==> config.mk <==
export PLATFORM = sky130hd
export DESIGN_NAME = burst_read_sm
export DESIGN_NICKNAME = d
export VERILOG_FILES = /design/src/rtl/read_sm_pkg.sv /design/src/rtl/hs_stall_timer.sv /design/src/rtl/burst_read_sm.sv
export SDC_FILE = /design/constraint.sdc
export NUM_CORES = 1
export LEC_CHECK = 0
export ABC_AREA = 1
export CAP_MARGIN = 10
export CORE_ASPECT_RATIO = 1.2
export CORE_UTILIZATION = 46
export CTS_CLUSTER_DIAMETER = 100
export DETAILED_ROUTE_END_ITERATION = 12
export PLACE_DENSITY = 0.78
export SYNTH_ARGS = -nofsm -noshare
export SYNTH_HDL_FRONTEND = slang
export SYNTH_SLANG_ARGS = --single-unit
==> constraint.sdc <==
create_clock -name clk -period 2 [get_ports clk]
set_input_delay 0.4 -clock clk [delete_from_list [all_inputs] [get_ports clk]]
set_output_delay 0.4 -clock clk [all_outputs]
set_load 0.03 [all_outputs]
==> src/rtl/read_sm_pkg.sv <==
// Shared types and width helpers for the burst read sequencer.
package read_sm_pkg;

  typedef enum logic [1:0] {
    IDLE    = 2'd0,
    WAIT_HI = 2'd1,
    WAIT_LO = 2'd2
  } rd_state_t;

  // $clog2 with a floor of 1 so that degenerate sizes still yield a usable vector
  function automatic int clog2_min1(input int value);
    int w;
    w = $clog2(value);
    return (w < 1) ? 1 : w;
  endfunction

endpackage

==> src/rtl/hs_stall_timer.sv <==
// Counts edges spent waiting on a handshake level; flags the edge that would
// bring the count up to TIMEOUT_CYCLES.
module hs_stall_timer
  import read_sm_pkg::*;
#(
  parameter int TIMEOUT_CYCLES = 64
) (
  input  logic clk,
  input  logic reset_n,
  input  logic clear,
  input  logic enable,
  output logic expired
);

  localparam int TO_W = clog2_min1(TIMEOUT_CYCLES + 1);
  // The count sits at TIMEOUT_CYCLES-1 when one more stalled edge reaches the limit
  localparam logic [TO_W-1:0] LAST_CNT = TO_W'(TIMEOUT_CYCLES - 1);

  logic [TO_W-1:0] count_q;
  logic [TO_W-1:0] count_d;

  // Next count: clear wins over increment so a state change always restarts the window
  always_comb begin
    count_d = count_q;
    if (clear) begin
      count_d = '0;
    end else if (enable) begin
      count_d = count_q + 1'b1;
    end
  end

  // Stall count register
  always_ff @(posedge clk or negedge reset_n) begin
    if (!reset_n) begin
      count_q <= '0;
    end else begin
      count_q <= count_d;
    end
  end

  assign expired = (count_q == LAST_CNT);

endmodule

==> src/rtl/burst_read_sm.sv <==
// Multi-word read sequencer: one run pulse fetches NUM_WORDS words over a
// two-phase (high = ready, low = released) handshake, with stall abort.
module burst_read_sm
  import read_sm_pkg::*;
#(
  parameter  int NUM_WORDS      = 4,
  parameter  int DATA_W         = 16,
  parameter  int TIMEOUT_CYCLES = 64,
  localparam int IDX_W          = clog2_min1(NUM_WORDS)
) (
  input  logic              clk,
  input  logic              reset_n,
  input  logic              run,
  input  logic              handshake,
  input  logic [DATA_W-1:0] rd_data,
  output logic              read,
  output logic [DATA_W-1:0] word_out,
  output logic [IDX_W-1:0]  word_idx,
  output logic              word_valid,
  output logic              busy,
  output logic              done,
  output logic              timeout
);

  localparam logic [IDX_W-1:0] LAST_IDX = IDX_W'(NUM_WORDS - 1);

  rd_state_t         state_q, state_d;
  logic [IDX_W-1:0]  idx_q, idx_d;
  logic              read_q, read_d;
  logic [DATA_W-1:0] word_out_q, word_out_d;
  logic [IDX_W-1:0]  word_idx_q, word_idx_d;
  logic              done_q, done_d;
  logic              timeout_q, timeout_d;
  logic              stall;
  logic              state_change;
  logic              expired;

  assign state_change = (state_d != state_q);

  // Stall timer exists only when a limit is configured
  generate
    if (TIMEOUT_CYCLES > 0) begin : g_timer
      hs_stall_timer #(
        .TIMEOUT_CYCLES(TIMEOUT_CYCLES)
      ) u_timer (
        .clk    (clk),
        .reset_n(reset_n),
        .clear  (state_change),
        .enable (stall),
        .expired(expired)
      );
    end else begin : g_no_timer
      assign expired = 1'b0;
    end
  endgenerate

  // Next-state and next-output logic; pulses default low, captured data holds
  always_comb begin
    state_d    = state_q;
    idx_d      = idx_q;
    read_d     = 1'b0;
    word_out_d = word_out_q;
    word_idx_d = word_idx_q;
    done_d     = 1'b0;
    timeout_d  = 1'b0;
    stall      = 1'b0;
    case (state_q)
      IDLE: begin
        if (run) begin
          state_d = WAIT_HI;
          idx_d   = '0;
        end
      end
      WAIT_HI: begin
        if (handshake) begin
          read_d     = 1'b1;
          word_out_d = rd_data;
          word_idx_d = idx_q;
          state_d    = WAIT_LO;
        end else begin
          stall = 1'b1;
          if (expired) begin
            timeout_d = 1'b1;
            state_d   = IDLE;
            idx_d     = '0;
          end
        end
      end
      WAIT_LO: begin
        if (!handshake) begin
          if (idx_q == LAST_IDX) begin
            done_d  = 1'b1;
            state_d = IDLE;
            idx_d   = '0;
          end else begin
            idx_d   = idx_q + 1'b1;
            state_d = WAIT_HI;
          end
        end else begin
          stall = 1'b1;
          if (expired) begin
            timeout_d = 1'b1;
            state_d   = IDLE;
            idx_d     = '0;
          end
        end
      end
      default: begin
        state_d = IDLE;
        idx_d   = '0;
      end
    endcase
  end

  // State, index and output registers; reset clears everything even mid-burst
  always_ff @(posedge clk or negedge reset_n) begin
    if (!reset_n) begin
      state_q    <= IDLE;
      idx_q      <= '0;
      read_q     <= 1'b0;
      word_out_q <= '0;
      word_idx_q <= '0;
      done_q     <= 1'b0;
      timeout_q  <= 1'b0;
    end else begin
      state_q    <= state_d;
      idx_q      <= idx_d;
      read_q     <= read_d;
      word_out_q <= word_out_d;
      word_idx_q <= word_idx_d;
      done_q     <= done_d;
      timeout_q  <= timeout_d;
    end
  end

  assign read       = read_q;
  assign word_valid = read_q;
  assign word_out   = word_out_q;
  assign word_idx   = word_idx_q;
  assign busy       = (state_q != IDLE);
  assign done       = done_q;
  assign timeout    = timeout_q;

endmodule

=== Yosys cells after proc, flatten, opt, wreduce, memory -nomap -nowiden ===
Cells that the tools add are included.

* $add $sub $neg: 2
* $mul: 0
* Magnitude comparators: 0
* Shifts and indexed selects: 0
* Eq/ne operators: 7
* Multiplexer cells: 25
* Div/mod/pow operators: 0
* Bitwise logic cells: 0
* Reductions and logical operators: 5

{| class="wikitable"
|+ Operators with widths
! operator !! number
|-
| two-way mux 2 bit || 9
|-
| two-way mux 7 bit || 2
|-
| case mux 2 bit (3 select lines) || 2
|-
| two-way mux 1 bit || 10
|-
| adder 7 x 1 -> 7 bit, second input constant || 1
|-
| equality test 7 x 6 -> 1 bit, second input constant || 1
|-
| equality test 2 bit, second input constant || 2
|-
| inequality test 2 bit, second input constant || 2
|-
| case mux 1 bit (2 select lines) || 2
|-
| AND reduction 2 bit || 2
|-
| nonzero test 2 bit || 2
|-
| adder 2 x 1 -> 2 bit, second input constant || 1
|-
| equality test 2 x 1 -> 1 bit, second input constant || 1
|-
| logical NOT 2 bit || 1
|-
| inequality test 2 bit || 1
|}

* RAM bits: 0
* Word-level logic and storage cells: 47
* Memories: 0
* Input port bits: 20
* Bits in latches: 0
* Memory bits (read-only): 0
* Output and inout bits: 23
* Flip-flop bits (word level): 32

=== Logic depth before layout (Yosys ltp) ===
* Depth after elaboration: 6
* Mapped depth: 10
* Mapped depth without buffers: 10

=== Hierarchy ===
Synthesis repeated with hierarchy kept, for this count alone.

* Cell total of the unflattened synthesis: 187
* Area total of the unflattened synthesis: 1,539.0 sq um

{| class="wikitable"
|+ Modules (own cells, without submodules)
! module !! area an instance (sq um) !! cells an instance !! times used
|-
| burst_read_sm || 1,164.9 || 140 || 1
|-
| hs_stall_timer || 374.1 || 47 || 1
|}

=== Least setup slack after synthesis ===
Ideal clock, no wire load.

* Kind: register to register
* From: register state_q[0]
* To: register g_timer.u_timer.count_q[4]
* Path slack: 0.381 ns
* Required time: 1.880 ns
* Setup time: 0.120 ns
* Path buffers: 0
* Data arrival time: 1.499 ns
* Clock period less this slack: 1.619 ns
* Cell stages (with the launch flop): 11
* Path through: dfrtp_1 -> inv_1 -> ha_1 -> inv_1 -> nor2_1 -> nor2_1 -> nand2_2 -> nand2_2 -> a21oi_2 -> nand2_2 -> nor2_1

* Cells in the longest elaborated chain, start to end: 5
* Elaborated cells between the ends (all ways): 12

{| class="wikitable"
|+ Ends and longest elaborated chain
! what !! RTL line !! RTL
|-
| start, declared || burst_read_sm.sv:27 || <nowiki>rd_state_t state_q, state_d;</nowiki>
|-
| start signal, assigned || burst_read_sm.sv:126 || <nowiki>state_q <= state_d;</nowiki>
|-
| two-way mux 2 bit || burst_read_sm.sv:82, burst_read_sm.sv:101 ||
|-
| two-way mux 2 bit, on equally long branches || burst_read_sm.sv:90, burst_read_sm.sv:75 ||
|-
| case mux 2 bit (3 select lines) || burst_read_sm.sv:67 || <nowiki>case (state_q)</nowiki>
|-
| inequality test 2 bit || burst_read_sm.sv:38 || <nowiki>assign state_change = (state_d != state_q);</nowiki>
|-
| two-way mux 7 bit / nonzero test 2 bit (equally long branches) || n/a ||
|-
| end signal, assigned || hs_stall_timer.sv:37 || <nowiki>count_q <= count_d;</nowiki>
|-
| end, declared || hs_stall_timer.sv:19 || <nowiki>logic [TO_W-1:0] count_q;</nowiki>
|}

Several ways; a longest one is shown, not always the timed one.
A chain may end at the register's enable or synchronous reset.

=== Worst setup path in the final report ===
* From: register state_q[0]
* To: output busy

* Cells in the longest elaborated chain, start to end: 1

{| class="wikitable"
|+ Ends and longest elaborated chain
! what !! RTL line !! RTL
|-
| nonzero test 2 bit || burst_read_sm.sv:140 || <nowiki>assign busy = (state_q != IDLE);</nowiki>
|-
| end, declared || burst_read_sm.sv:20 || <nowiki>output logic busy,</nowiki>
|}

No other way between the ends.

==> Implementation_results.wiki <==
{| class="wikitable"
! Metric !! Value
|-
| Run status || finished, final reports clean
|-
| I/O pins || 43
|-
| Proportion of synthesized chip area in sequential cells || around 55%
|-
| Syn Nets || between 200 and 250
|-
| Global-route usage over all layers || about a fifth
|-
| Startpoint of the most critical register-to-register path || state_q[1]
|-
| Number of diodes || 0
|-
| Sequential cell area in the final layout || between 800 and 900 sq um
|-
| Final setup violation count || 0
|-
| Mean post-synth cell area || about 8.4 sq um
|-
| Hold Vio Cnt, Final || 0
|-
| Number of setup buffers added after CTS || 0
|-
| Top cell family by delay on the critical path || flip-flops
|-
| YS warnings || 0
|-
| Delay of the slowest cell on the worst path || between 400 and 500 ps
|-
| Met2 Resource Use GR || roughly 33%
|-
| Clock transition at the registers of the reported paths || approximately 100 ps
|-
| Actual slew at the worst max-slew pin || between 300 and 400 ps
|-
| Antenna-violating nets left || 0
|-
| Detailed Routing Iterations Pass 1 || 6
|-
| Arrival @ worst endpoint || 1380 ps
|-
| Proportion of layout cells with a drive suffix above 1 || under 10%
|-
| Final critical-path share of the clock period || approximately nine tenths
|-
| Sort of element at the end of the critical path || output port
|-
| Drt drc || 0
|-
| Iteration-0 DRC Markers || 16
|-
| Global-route wire length before repair || between 5 and 6 mm
|-
| Synthesis-to-layout area growth || 34.9%
|-
| Final period demand of the worst path || between 1500 and 2000 ps
|-
| Average wire per cell in the routed design || 11.5 microns
|-
| Number of antenna violations at the first check in global routing || 0
|-
| Post-route insts no fill || between 200 and 300
|-
| Met3 Track Usage GR || under 10%
|-
| CTS tree || built
|-
| Detailed-route via count || roughly 1,300
|-
| Power per cell area || roughly 1500 nW/um^2
|-
| Leakage Power || between 0.0009 and 0.001 uW
|-
| Aggregate negative setup slack || 0 ps
|-
| Initial core utilization || 48.0%
|-
| Pwr Total || 2870 uW
|-
| Final estimated routing congestion in global placement || 0.846
|-
| Width of the chip || about 54 microns
|-
| Count of cell types in the netlist || 19
|-
| Max frequency || roughly 0.56 GHz
|-
| NetSw || approximately 1300 uW
|-
| Setup slack, reg-to-reg || ~250 ps
|-
| Fill cell count || between 200 and 300
|-
| Height of the chip || approximately 64 microns
|-
| Post-synthesis cell count || ~180
|-
| H-tree Lvls || 2
|-
| Sequential power share || about a third
|-
| Proportion of power drawn by the clock network || 11.6%
|-
| Area inside the core boundary || ~3100 sq um
|-
| Setup repair after global routing missed its margin || no
|-
| Per-cell via count in the routed design || ~4.9
|-
| Worst-case clock skew || ~9.8 ps
|-
| Required time reported for the critical path endpoint || about 1600 ps
|-
| Worst rel slew slack || 74.1%
|-
| Max-cap viol count || 0
|-
| Clock Tree Buf Depth || 2
|-
| Total Die Area || around 3400 sq um
|-
| Final Net Count || around 250
|-
| Type of the setup path with the least slack || flop to output port
|-
| Count of standard-cell rows || 22
|-
| Final Routed Wirelength || between 2 and 3 mm
|-
| R2r endpoint || g_timer.u_timer.count_q[1]
|-
| Critical Path Slowest Stage Cell || sky130_fd_sc_hd__dfrtp_1
|-
| Pin count of the biggest net entering global routing || 33
|-
| Sum of overflow across all layers after global routing || 0
|-
| Count of buffers inserted at the top-level ports || between 40 and 50
|-
| Series of cell instances along the critical path || inv_1 > ha_1 > inv_1 > clkbuf_2
|-
| Total area of multi-input combinational cells || between 500 and 600 sq um
|-
| Worst Path Buf+Inv || 3
|-
| Placed instance count || between 200 and 300
|-
| Post-detailed-placement half-perimeter wirelength || 2.25 mm
|-
| Switching Fraction || 45.2%
|-
| Dominant cell type by count on the critical path || sky130_fd_sc_hd__inv_1
|-
| Kind of launch point of the worst setup path || flop
|-
| Combinational power share || 54.3%
|-
| Worst Reg-to-Reg Cells || 10
|-
| Vias in the first global route || ~1,300
|-
| Peak fanout along the critical path || 5
|-
| Number of sinks on the clock net || 32
|-
| Max rail drop VDD || 0.00100 V
|-
| Post-Synthesis Cell Area || 1470 sq um
|-
| Cell internal pwr || ~1600 uW
|-
| Hold WC Path Type || primary input to asynchronous set/reset pin
|-
| Fraction of met1 tracks used by global routing || 23.9%
|-
| Final count of pins violating max slew || 0
|-
| Post-synthesis sequential element count || 32
|-
| Busiest layer in global routing || met2
|-
| Number of buffers created by CTS || 5
|-
| Root buffer cell || sky130_fd_sc_hd__clkbuf_4
|-
| Clock latency reported for the late side of the worst-skew pair || around 330 ps
|}
==> layer usage <==
layer | up-vias | wire length (microns)
li1 | 624 | -
met1 | 581 | 1200
met2 | 43 | 1490
met3 | 9 | 198
met4 | 0 | 91
met5 | - | 0
==> state kept, by name, summed over array words and instances, names as in the netlist <==
| name | flops |
|---|---|
| state_q | 2 |
| g_timer.u_timer.count_q | 7 |
| idx_q | 2 |
| word_idx | 2 |
| timeout | 1 |
| read | 1 |
| word_out | 16 |
| done | 1 |
==> cells in the mapped netlist <==
| cell type | number | area share [%] |
|---|---|---|
| sky130_fd_sc_hd__nand3_1 | 4 | 1.4 |
| sky130_fd_sc_hd__nand2_1 | 71 | 18 |
| sky130_fd_sc_hd__nor3_1 | 2 | 0.68 |
| sky130_fd_sc_hd__xor2_1 | 3 | 1.8 |
| sky130_fd_sc_hd__buf_2 | 2 | 0.68 |
| sky130_fd_sc_hd__a21oi_2 | 1 | 0.60 |
| sky130_fd_sc_hd__nand2_2 | 5 | 2.1 |
| sky130_fd_sc_hd__o21ai_0 | 2 | 0.68 |
| sky130_fd_sc_hd__inv_1 | 14 | 3.6 |
| sky130_fd_sc_hd__a211oi_1 | 1 | 0.51 |
| sky130_fd_sc_hd__a21oi_1 | 5 | 1.7 |
| sky130_fd_sc_hd__buf_4 | 1 | 0.51 |
| sky130_fd_sc_hd__xnor2_1 | 2 | 1.2 |
| sky130_fd_sc_hd__nor2_1 | 20 | 5.1 |
| sky130_fd_sc_hd__ha_1 | 6 | 5.1 |
| sky130_fd_sc_hd__clkbuf_1 | 2 | 0.51 |
| sky130_fd_sc_hd__nor3b_1 | 1 | 0.51 |
| sky130_fd_sc_hd__dfrtp_1 | 32 | 55 |
| sky130_fd_sc_hd__nand4_1 | 1 | 0.43 |
==> metrics by stage <==
step	area (sq um)	worst slack [ps]	hold WS (ps)	utilization (%)
4_1_cts	1980	15.5	454	64.8
3_3_place_gp	1940	181	463	63.3
3_5_place_dp	1940	111	464	63.3
6_report	1980	217	451	64.7
2_1_floorplan	1470	381	104	-
5_1_grt	1980	62.8	484	64.7
==> kinds of logic (layout without fill, tap and decap cells) <==
kind of cell	after synthesis	after routing	share of synthesized area, %
flops	32	32	54.7
buf+inv	19	67	5.30
fa+ha+maj	6	6	5.12
xor+xnor	5	5	2.99
compound gates	9	9	3.50
simple gates	104	104	28.4
==> power by group through the flow <==
stage	clock network, uW	registers [uW]	logic, uW
after global placement	0	982	1530
after global routing	375	1010	1700
after floorplan	0	1300	660
after CTS	345	982	1570
final	332	980	1560
after detailed placement	0	988	1570
==> how the worst max path moves through the flow <==
stage | start | endpoint | slack (ps) | cells after the start
CTS | state_q[0] | busy | 20 | 4
global placement | state_q[0] | busy | 180 | 4
floorplan | state_q[0] | g_timer.u_timer.count_q[4] | 380 | 10
global route | state_q[0] | g_timer.u_timer.count_q[4] | 60 | 9
detailed placement | state_q[0] | busy | 110 | 4
finish | state_q[0] | busy | 220 | 4
==> repair_timing <==
item,CTS,global route
hold buffers,0,0
resized for setup,1,3
endpoints found under the setup margin,1,8
==> layout make-up <==
cell class	instances	share of cell area [%]
Tap cell	36	2.28
Inverter	14	2.66
Timing Repair Buffer	46	22.5
Sequential cell	32	40.5
Multi-Input combinational cell	124	29.7
Clock buffer	6	2.09
Clock inverter	1	0.253
==> cell usage in the layout (no fill, tap or decap) <==
master and n:
sky130_fd_sc_hd__nand2_1 71, sky130_fd_sc_hd__clkdlybuf4s50_1 41, sky130_fd_sc_hd__dfrtp_1 32, sky130_fd_sc_hd__nor2_1 20
sky130_fd_sc_hd__inv_1 14, sky130_fd_sc_hd__ha_1 6, sky130_fd_sc_hd__a21oi_1 5, sky130_fd_sc_hd__nand2_2 5
sky130_fd_sc_hd__clkbuf_4 5, sky130_fd_sc_hd__nand3_1 4, sky130_fd_sc_hd__buf_4 4, sky130_fd_sc_hd__xor2_1 3
sky130_fd_sc_hd__nor3_1 2, sky130_fd_sc_hd__xnor2_1 2, sky130_fd_sc_hd__nor3b_1 1, sky130_fd_sc_hd__o21ai_0 1
sky130_fd_sc_hd__a211oi_1 1, sky130_fd_sc_hd__nand4_1 1, sky130_fd_sc_hd__a21oi_2 1, sky130_fd_sc_hd__o21ai_1 1
sky130_fd_sc_hd__clkbuf_1 1, sky130_fd_sc_hd__clkinv_2 1, sky130_fd_sc_hd__clkbuf_2 1
No activity file was read; power rests on OpenSTA's default activity.
